==> src/rtl/exception_arbiter_if.sv <==
// rtl/exception_arbiter_if.sv - commit and fetch-redirect handshake bundle for exception_arbiter
interface exception_arbiter_if;
  logic        commit_valid;
  logic        commit_ready;
  logic [31:0] commit_pc;
  logic        commit_isds;
  logic [3:0]  commit_exc;
  logic [31:0] commit_badva;
  logic        commit_retire;
  logic        redirect_valid;
  logic [31:0] redirect_pc;
  logic        redirect_ready;

  modport slave (
    input  commit_valid, commit_pc, commit_isds, commit_exc, commit_badva, redirect_ready,
    output commit_ready, commit_retire, redirect_valid, redirect_pc
  );

  modport master (
    output commit_valid, commit_pc, commit_isds, commit_exc, commit_badva, redirect_ready,
    input  commit_ready, commit_retire, redirect_valid, redirect_pc
  );
endinterface

==> src/rtl/exception_arbiter.sv <==
// rtl/exception_arbiter.sv - picks exceptions/ERET/interrupts at commit, drives CP0 update, flush and redirect
// Optional feature macro: EXC_INT_SYNC_EN (2-flop hw_int synchronizer; default is one register stage).
module exception_arbiter #(
  parameter int unsigned FLUSH_CYCLES = 2,
  parameter logic [31:0] EXC_VECTOR   = 32'hBFC00380
) (
  input  logic                      clk,
  input  logic                      rst,
  exception_arbiter_if.slave        bus,
  input  logic [5:0]                hw_int,
  input  logic                      status_ie,
  input  logic                      status_exl,
  input  logic [5:0]                status_im,
  input  logic [1:0]                status_im_sw,
  input  logic [1:0]                cause_ip_sw,
  input  logic                      counter_int,
  input  logic [31:0]               cp0_epc,
  output logic [5:0]                int_to_cp0,
  output logic                      cause_exce,
  output logic [3:0]                exce_type,
  output logic [31:0]               exce_pc,
  output logic                      exce_isds,
  output logic [31:0]               exce_badva,
  output logic                      flush
);

  typedef enum logic [1:0] {IDLE, FLUSH, REDIRECT} state_t;

  state_t      state, state_nxt;
  logic [5:0]  int_sync;
  logic [3:0]  flush_cnt;
  logic [31:0] target;
  logic        idle_ready;
  logic        accept;
  logic        int_req;
  logic        ev_valid;
  logic [3:0]  ev_type;

`ifdef EXC_INT_SYNC_EN
  logic [5:0] int_meta;
  always_ff @(posedge clk or posedge rst) begin
    if (rst) begin
      int_meta <= '0;
      int_sync <= '0;
    end else begin
      int_meta <= hw_int;
      int_sync <= int_meta;
    end
  end
`else
  always_ff @(posedge clk or posedge rst) begin
    if (rst) int_sync <= '0;
    else     int_sync <= hw_int;
  end
`endif

  // Timer match shares IP7 with the top external line.
  assign int_to_cp0 = {int_sync[5] | (counter_int & ~rst), int_sync[4:0]};

  assign int_req    = status_ie & ~status_exl &
                      ((|(int_to_cp0 & status_im)) | (|(cause_ip_sw & status_im_sw)));
  assign idle_ready = (state == IDLE) & ~rst;
  assign accept     = bus.commit_valid & idle_ready;
  assign ev_valid   = accept & (int_req | (bus.commit_exc != 4'd0));
  assign ev_type    = int_req ? 4'd1 : bus.commit_exc;

  always_ff @(posedge clk or posedge rst) begin
    if (rst) state <= IDLE;
    else     state <= state_nxt;
  end

  always_comb begin
    state_nxt = state;
    case (state)
      IDLE:     if (ev_valid) state_nxt = FLUSH;
      FLUSH:    if (flush_cnt == 4'd1) state_nxt = REDIRECT;
      REDIRECT: if (bus.redirect_ready) state_nxt = IDLE;
      default:  state_nxt = IDLE;
    endcase
  end

  // Payload is only rewritten by a new event so CP0 may read it at leisure.
  always_ff @(posedge clk or posedge rst) begin
    if (rst) begin
      cause_exce <= 1'b0;
      exce_type  <= '0;
      exce_pc    <= '0;
      exce_isds  <= 1'b0;
      exce_badva <= '0;
      target     <= '0;
      flush_cnt  <= '0;
    end else begin
      cause_exce <= ev_valid;
      if (ev_valid) begin
        exce_type  <= ev_type;
        exce_pc    <= bus.commit_pc;
        exce_isds  <= bus.commit_isds;
        exce_badva <= (ev_type == 4'd2 || ev_type == 4'd7) ? bus.commit_badva : 32'd0;
        target     <= (ev_type == 4'd8) ? cp0_epc : EXC_VECTOR;
        flush_cnt  <= 4'(FLUSH_CYCLES);
      end else if (state == FLUSH) begin
        flush_cnt  <= flush_cnt - 4'd1;
      end
    end
  end

  always_comb begin
    bus.commit_ready   = idle_ready;
    bus.commit_retire  = accept & ~ev_valid;
    flush              = 1'b0;
    bus.redirect_valid = 1'b0;
    bus.redirect_pc    = '0;
    case (state)
      FLUSH:    flush = 1'b1;
      REDIRECT: begin
        bus.redirect_valid = 1'b1;
        bus.redirect_pc    = target;
      end
      default:  ;
    endcase
  end

endmodule

==> src/flat_wrapper.sv <==
// flat-port wrapper written by rule: the top's interface ports become plain ports
module exception_arbiter_flat 
#(
  parameter int unsigned FLUSH_CYCLES = 2,
  parameter logic [31:0] EXC_VECTOR   = 32'hBFC00380
)
  (clk, rst, hw_int, status_ie, status_exl, status_im, status_im_sw, cause_ip_sw, counter_int, cp0_epc, int_to_cp0, cause_exce, exce_type, exce_pc, exce_isds, exce_badva, flush, bus_commit_valid, bus_commit_pc, bus_commit_isds, bus_commit_exc, bus_commit_badva, bus_redirect_ready, bus_commit_ready, bus_commit_retire, bus_redirect_valid, bus_redirect_pc);
  exception_arbiter_if bus_i ();
  input  logic clk;
  input  logic rst;
  input  logic [5:0] hw_int;
  input  logic status_ie;
  input  logic status_exl;
  input  logic [5:0] status_im;
  input  logic [1:0] status_im_sw;
  input  logic [1:0] cause_ip_sw;
  input  logic counter_int;
  input  logic [31:0] cp0_epc;
  output logic [5:0] int_to_cp0;
  output logic cause_exce;
  output logic [3:0] exce_type;
  output logic [31:0] exce_pc;
  output logic exce_isds;
  output logic [31:0] exce_badva;
  output logic flush;
  input wire logic [$bits(bus_i.commit_valid)-1:0] bus_commit_valid;
  input wire logic [$bits(bus_i.commit_pc)-1:0] bus_commit_pc;
  input wire logic [$bits(bus_i.commit_isds)-1:0] bus_commit_isds;
  input wire logic [$bits(bus_i.commit_exc)-1:0] bus_commit_exc;
  input wire logic [$bits(bus_i.commit_badva)-1:0] bus_commit_badva;
  input wire logic [$bits(bus_i.redirect_ready)-1:0] bus_redirect_ready;
  output wire logic [$bits(bus_i.commit_ready)-1:0] bus_commit_ready;
  output wire logic [$bits(bus_i.commit_retire)-1:0] bus_commit_retire;
  output wire logic [$bits(bus_i.redirect_valid)-1:0] bus_redirect_valid;
  output wire logic [$bits(bus_i.redirect_pc)-1:0] bus_redirect_pc;
  assign bus_i.commit_valid = bus_commit_valid;
  assign bus_i.commit_pc = bus_commit_pc;
  assign bus_i.commit_isds = bus_commit_isds;
  assign bus_i.commit_exc = bus_commit_exc;
  assign bus_i.commit_badva = bus_commit_badva;
  assign bus_i.redirect_ready = bus_redirect_ready;
  assign bus_commit_ready = bus_i.commit_ready;
  assign bus_commit_retire = bus_i.commit_retire;
  assign bus_redirect_valid = bus_i.redirect_valid;
  assign bus_redirect_pc = bus_i.redirect_pc;
  exception_arbiter #(.FLUSH_CYCLES(FLUSH_CYCLES), .EXC_VECTOR(EXC_VECTOR)) u_core (.clk(clk), .rst(rst), .bus(bus_i), .hw_int(hw_int), .status_ie(status_ie), .status_exl(status_exl), .status_im(status_im), .status_im_sw(status_im_sw), .cause_ip_sw(cause_ip_sw), .counter_int(counter_int), .cp0_epc(cp0_epc), .int_to_cp0(int_to_cp0), .cause_exce(cause_exce), .exce_type(exce_type), .exce_pc(exce_pc), .exce_isds(exce_isds), .exce_badva(exce_badva), .flush(flush));
endmodule
==> config.mk <==
export PLATFORM = sky130hd
export DESIGN_NAME = exception_arbiter_flat
export DESIGN_NICKNAME = d
export VERILOG_FILES = /design/src/rtl/exception_arbiter_if.sv /design/src/rtl/exception_arbiter.sv /design/src/flat_wrapper.sv
export SDC_FILE = /design/constraint.sdc
export NUM_CORES = 1
export LEC_CHECK = 0
export CORE_UTILIZATION = 35
export CTS_BUF_LIST = sky130_fd_sc_hd__clkbuf_16
export DETAILED_ROUTE_END_ITERATION = 16
export PLACE_DENSITY = 0.76
export SYNTH_ARGS = -nofsm -noshare
export SYNTH_HDL_FRONTEND = slang
export SYNTH_SLANG_ARGS = --single-unit
==> constraint.sdc <==
create_clock -name clk -period 4.5 [get_ports clk]
set_clock_uncertainty 0.05 [all_clocks]
set_input_delay 1.35 -clock clk [delete_from_list [all_inputs] [get_ports clk]]
set_output_delay 1.35 -clock clk [all_outputs]
set_load 0.1 [all_outputs]
== Yosys cells after proc, flatten, opt, wreduce, memory -nomap -nowiden ==
Index checks and enable logic that the tools add are counted.
Widths: inputs -> output; s select.
Storage, ports and cells
  output and inout bits: 112
  bits in registers: 114
  logic and storage cells: 53
  input bits: 124
Cells by class
  reduce and logical (&&, ||, !) cells: 7
  mux-type cells: 12
  bitwise logic cells: 15
  equal/unequal tests: 9
  $add $sub $neg: 1
Operator list (count)
  $mux 32: 3
  $mux 4: 3
  $and 1x1->1: 7
  $and 6x6->6: 1
  $mux 2: 3
  $pmux 2 s3: 1
  $reduce_or 6->1: 1
  $eq 4x1->1 const B: 1
  $eq 4x2->1 const B: 1
  $eq 4x3->1 const B: 1
  $eq 4x4->1 const B: 1
  $ne 2x1->1 const B: 2
  $reduce_bool 4->1: 1
  $sub 4x1->4 const B: 1
  $not 1->1: 3
  $or 1x1->1: 3
  $reduce_and 3->1: 1
  $and 2x2->2: 1
  $eq 2x1->1 const B: 1
  $eq 2x2->1 const B: 1
  $logic_not 2->1: 1
  $mux 1: 2
  $ne 2x2->1 const B: 1
  $reduce_bool 2->1: 1
  2 further kinds: 2

== Logic depth before layout (Yosys ltp) ==
Gate-level depths: netlist (run 1).
  word-level depth: 11
  mapped depth: 7
  mapped depth without buffers: 6

== Worst setup path after synthesis (run 1) ==
OpenSTA, ideal clock, no wires.
  kind: input to output
  from: input port rst
  to: output port bus_commit_retire
  setup slack: -2.939 ns
  required time: 3.100 ns
  buffers on the path: 0
  cell stages on the path: 4
  arrival: 6.039 ns
  cells stage by stage: nor3_1 and2_1 nand2b_1 nor3_1
Between the ends
  word-level cells in the longest chain between the ends: 11
  elaborated cells on any way between the ends: 13
  those cells by class: 12 x bitwise; 1 x reduce/logical
RTL lines
  from (decl): line flat_wrapper.sv:10  | input logic rst;
  $not 1->1 *: line exception_arbiter.sv:58, exception_arbiter.sv:62
  $and 1x1->1: line exception_arbiter.sv:58  | assign int_to_cp0 = {int_sync[5] | (counter_int & ~rst), int_sync[4:0]};
  $or 1x1->1: line exception_arbiter.sv:58
  $and 6x6->6: line exception_arbiter.sv:61  | ((|(int_to_cp0 & status_im)) | (|(cause_ip_sw & status_im_sw)));
  $reduce_or 6->1: line exception_arbiter.sv:61
  $or 1x1->1: line exception_arbiter.sv:61
  $and 1x1->1: line exception_arbiter.sv:60  | assign int_req = status_ie & ~status_exl &
  $or 1x1->1: line exception_arbiter.sv:64  | assign ev_valid = accept & (int_req | (bus.commit_exc != 4'd0));
  $and 1x1->1: line exception_arbiter.sv:64
  $not 1->1: line exception_arbiter.sv:109  | bus.commit_retire = accept & ~ev_valid;
  $and 1x1->1 *: line exception_arbiter.sv:109
  to (decl): line flat_wrapper.sv:33  | output wire logic [$bits(bus_i.commit_retire)-1:0] bus_commit_retire;
Every way passes the cells marked *; elsewhere a longest branch is shown, timed or not.

== Final worst setup path (run 1) ==
  from: input port cause_ip_sw[0]
  to: output port bus_commit_retire
Between the ends
  word-level cells in the longest chain between the ends: 8
RTL lines
  from (decl): line flat_wrapper.sv:16  | input logic [1:0] cause_ip_sw;
  $and 2x2->2: line exception_arbiter.sv:61
  $reduce_or 2->1: line exception_arbiter.sv:61
  $or 1x1->1: line exception_arbiter.sv:61
  $and 1x1->1: line exception_arbiter.sv:60
  $or 1x1->1: line exception_arbiter.sv:64
  $and 1x1->1: line exception_arbiter.sv:64
  $not 1->1: line exception_arbiter.sv:109
  $and 1x1->1: line exception_arbiter.sv:109
Every way passes these cells.

==> impl_results.md, run 1 <==
- Outcome: completed
- Total GRT Usage: 0.194
- CTS tree: built
- Cell taking the most area after synthesis: dfrtp_1
- DRC Markers: 0
- Die ar.: 13200 um2
- Total number of vias: 3491
- GR Overflow Total: 0
- Synth Register Bits: 114
- Starting Density: 0.366
- Power Density: 768 nW/um2
- Routed wire length: 12200 um
- Rows: 40
- PostCTS Resize Cnt: 0
- Slew @ Worst Pin: 1.02 ns
- Post-synth top area share: 0.638
- Clk Latency, worst-skew pair: 0.40 ns
- Mapped cell area: 4470 um2
- I/O Buffers: 235
- Final period utilization: 0.967
- Slew HR: 0.320
- DRT Pass-1 Iters: 5
- CP arrival: 2.95 ns
- Synth Warn #: 0
- H-Tree Depth: 4
- Max Freq: 0.230 GHz
- WL/cell: 16.4 um
- Die Width: 115 um
- Area grow syn2layout: 69.8%
- Final hold vios: 0
- I/O Pins: 236
- Vias in the first global route: 3743
- Final Setup Violations: 0
- HP Class: reg2reg
- Final Max Slew Viols: 0
- Max VDD drop: 380 uV
- Max-cap viol count: 0
- CTS Sinks: 114
- CP Class: in2out
- Sequential area share after synthesis: 0.638
- Clock buffer depth: 2
- Most common cell after layout, fill and taps aside: clkdlybuf4s50_1
- Area contributors post-synth: dfrtp_1 64%, a22o_1 11%, mux2_2 4.8%
- Number of antenna diodes: 0
- Req. time, crit path: 3.10 ns
- Post-CTS setup buffer count: 0
- Post-synth cell types: 32
- Most frequent cells in the layout: 198 x clkdlybuf4s50_1, 114 x dfrtp_1, 56 x a22o_1, 42 x buf_4, 32 x and2_1
- Final worst path period need: 4.35 ns
- Overall power: 5.83 mW
- Critical Path Start Type: input pin
- HPWL Detailed: 8790 um
- Post-Syn Area per Cell: 13.9 um2
- CTS buffer count: 17
- Largest net degree at the start of global routing: 57
- Gpl congestion: 0.789
- Layout cell share with drive strength beyond 1: 0.187
- Vias per Instance: 4.72
- Setup crit end kind: output pin
- DIE HEIGHT: 115 um
- RSZ-0062 raised after global routing: no
- Initial antenna violation count: 0
- CTS root buf: clkbuf_16
- Nets: 684
- DR iter-0 viols: 171
- Global-route wire length before repair: 19200 um
- Pleak: 3.29 nW
- Placed cell area: 6970 um2
- Clock Pin Slew Worst Setup and Hold Paths: 0.06 ns
- Routed Antenna Nets: 0
- Hold_buf cts: 0
- Placed Cells incl. Taps: 707
- Layout Utilization: 0.621
- Final setup TNS: 0 ns
- Critical Path Fanout Max: 2
- Post-Layout Cell Count: 739
- Mapped Cells: 321
- Post-route cell area: 7590 um2
- Placeable Area: 12200 um2
- Post-Synthesis Net Count: 447
[metrics by stage]
| step | hold WS [ns] | worst slack [ns] |
|---|---|---|
| 2_1_floorplan | 0.414 | -0.230 |
| 3_3_place_gp | 0.418 | 0.174 |
| 3_5_place_dp | 0.426 | 0.167 |
| 4_1_cts | 0.439 | 0.137 |
| 5_1_grt | 0.445 | 0.0812 |
| 6_report | 0.435 | 0.148 |
[area by class of cell]
class,count,area (um2)
Inverter,7,28.8
Tap cell,168,210
Clock inverter,15,191
Timing Repair Buffer,244,2380
Sequential cell,114,2850
Clock buffer,17,425
Fill cell,993,4630
Multi-Input combinational cell,174,1500
[layer usage]
layer	GRT usage	wire (um)	vias to the layer above
li1	-	-	1635
met1	0.223	4920	1675
met2	0.324	5980	162
met3	0.0701	1000	19
met4	0.0866	256	0
met5	0	0	-
[logic make-up after synthesis]
group | share of synthesized area
adder cells (fa/ha/maj) | 0.00560
buffers and inverters | 0.0358
XOR/XNOR | 0.00784
flip-flops | 0.638
AO/OA/AOI/OAI | 0.155
AND/OR/NAND/NOR | 0.0737
multiplexers | 0.0832
[critical path, cell delays in order]
cell and delay (ns):
clkdlybuf4s50_1 0.40, a22o_1 0.23, a221oi_2 0.21, a311oi_2 0.16, nand2b_4 0.19, nor3_4 0.21
buf_12 0.20
[report_power, final]
part / switching (mW) / internal [mW] / total [mW]
registers: 0.154 / 1.30 / 1.45
clock network: 0.467 / 0.919 / 1.39
logic: 2.24 / 0.751 / 2.99
[state kept, by name (all words and copies together), names as in the netlist]
register           flops
u_core.exce_type       4
u_core.target         32
u_core.flush_cnt       4
u_core.int_sync        6
u_core.exce_isds       1
u_core.state           2
u_core.exce_pc        32
u_core.exce_badva     32
u_core.cause_exce      1
[cell usage after synthesis]
master / n
o21ai_0: 4
mux2_1: 14
a311oi_2: 1
dfrtp_1: 114
o31ai_4: 1
mux2_2: 19
or3_1: 2
o32a_1: 1
nand2b_1: 2
a22o_1: 56
xor2_1: 1
ha_1: 2
inv_1: 6
inv_2: 1
nand2_1: 5
nor3_1: 4
nor4_1: 1
buf_1: 1
nor2_1: 5
buf_2: 14
a222oi_1: 1
and2_1: 33
o22a_1: 12
buf_4: 5
or2_2: 1
nor3b_1: 1
clkbuf_1: 6
a221oi_2: 1
o211ai_1: 1
nor2b_1: 2
nand3b_1: 1
xnor2_1: 3
[worst paths after layout]
check,start,endpoint,slack (ns),cells after the start
setup / recovery,cause_ip_sw[0],bus_commit_retire,0.15,7
hold / removal,u_core.exce_pc[27],u_core.exce_pc[27],0.44,1
setup reg to reg,u_core.int_sync[3],u_core.target[24],2.12,7
hold reg to reg,u_core.exce_pc[27],u_core.exce_pc[27],0.44,1
max in group asynchronous,rst,u_core.target[16],2.26,4
min in group asynchronous,rst,u_core.target[30],1.38,3
Power figures use the tool's default switching activity.
==> run 2, diff against run 1 <==
Settings changed: CTS_CLUSTER_SIZE set to 28.
==> results of run 2 <==
The final DEF is identical to that of run 1; final timing and power are the same.
==> run 3, diff against run 2 <==
Settings changed: CAP_MARGIN set to 30, SLEW_MARGIN set to 20.
==> results of run 3 <==
The final DEF is identical to that of run 1; final timing and power are the same.
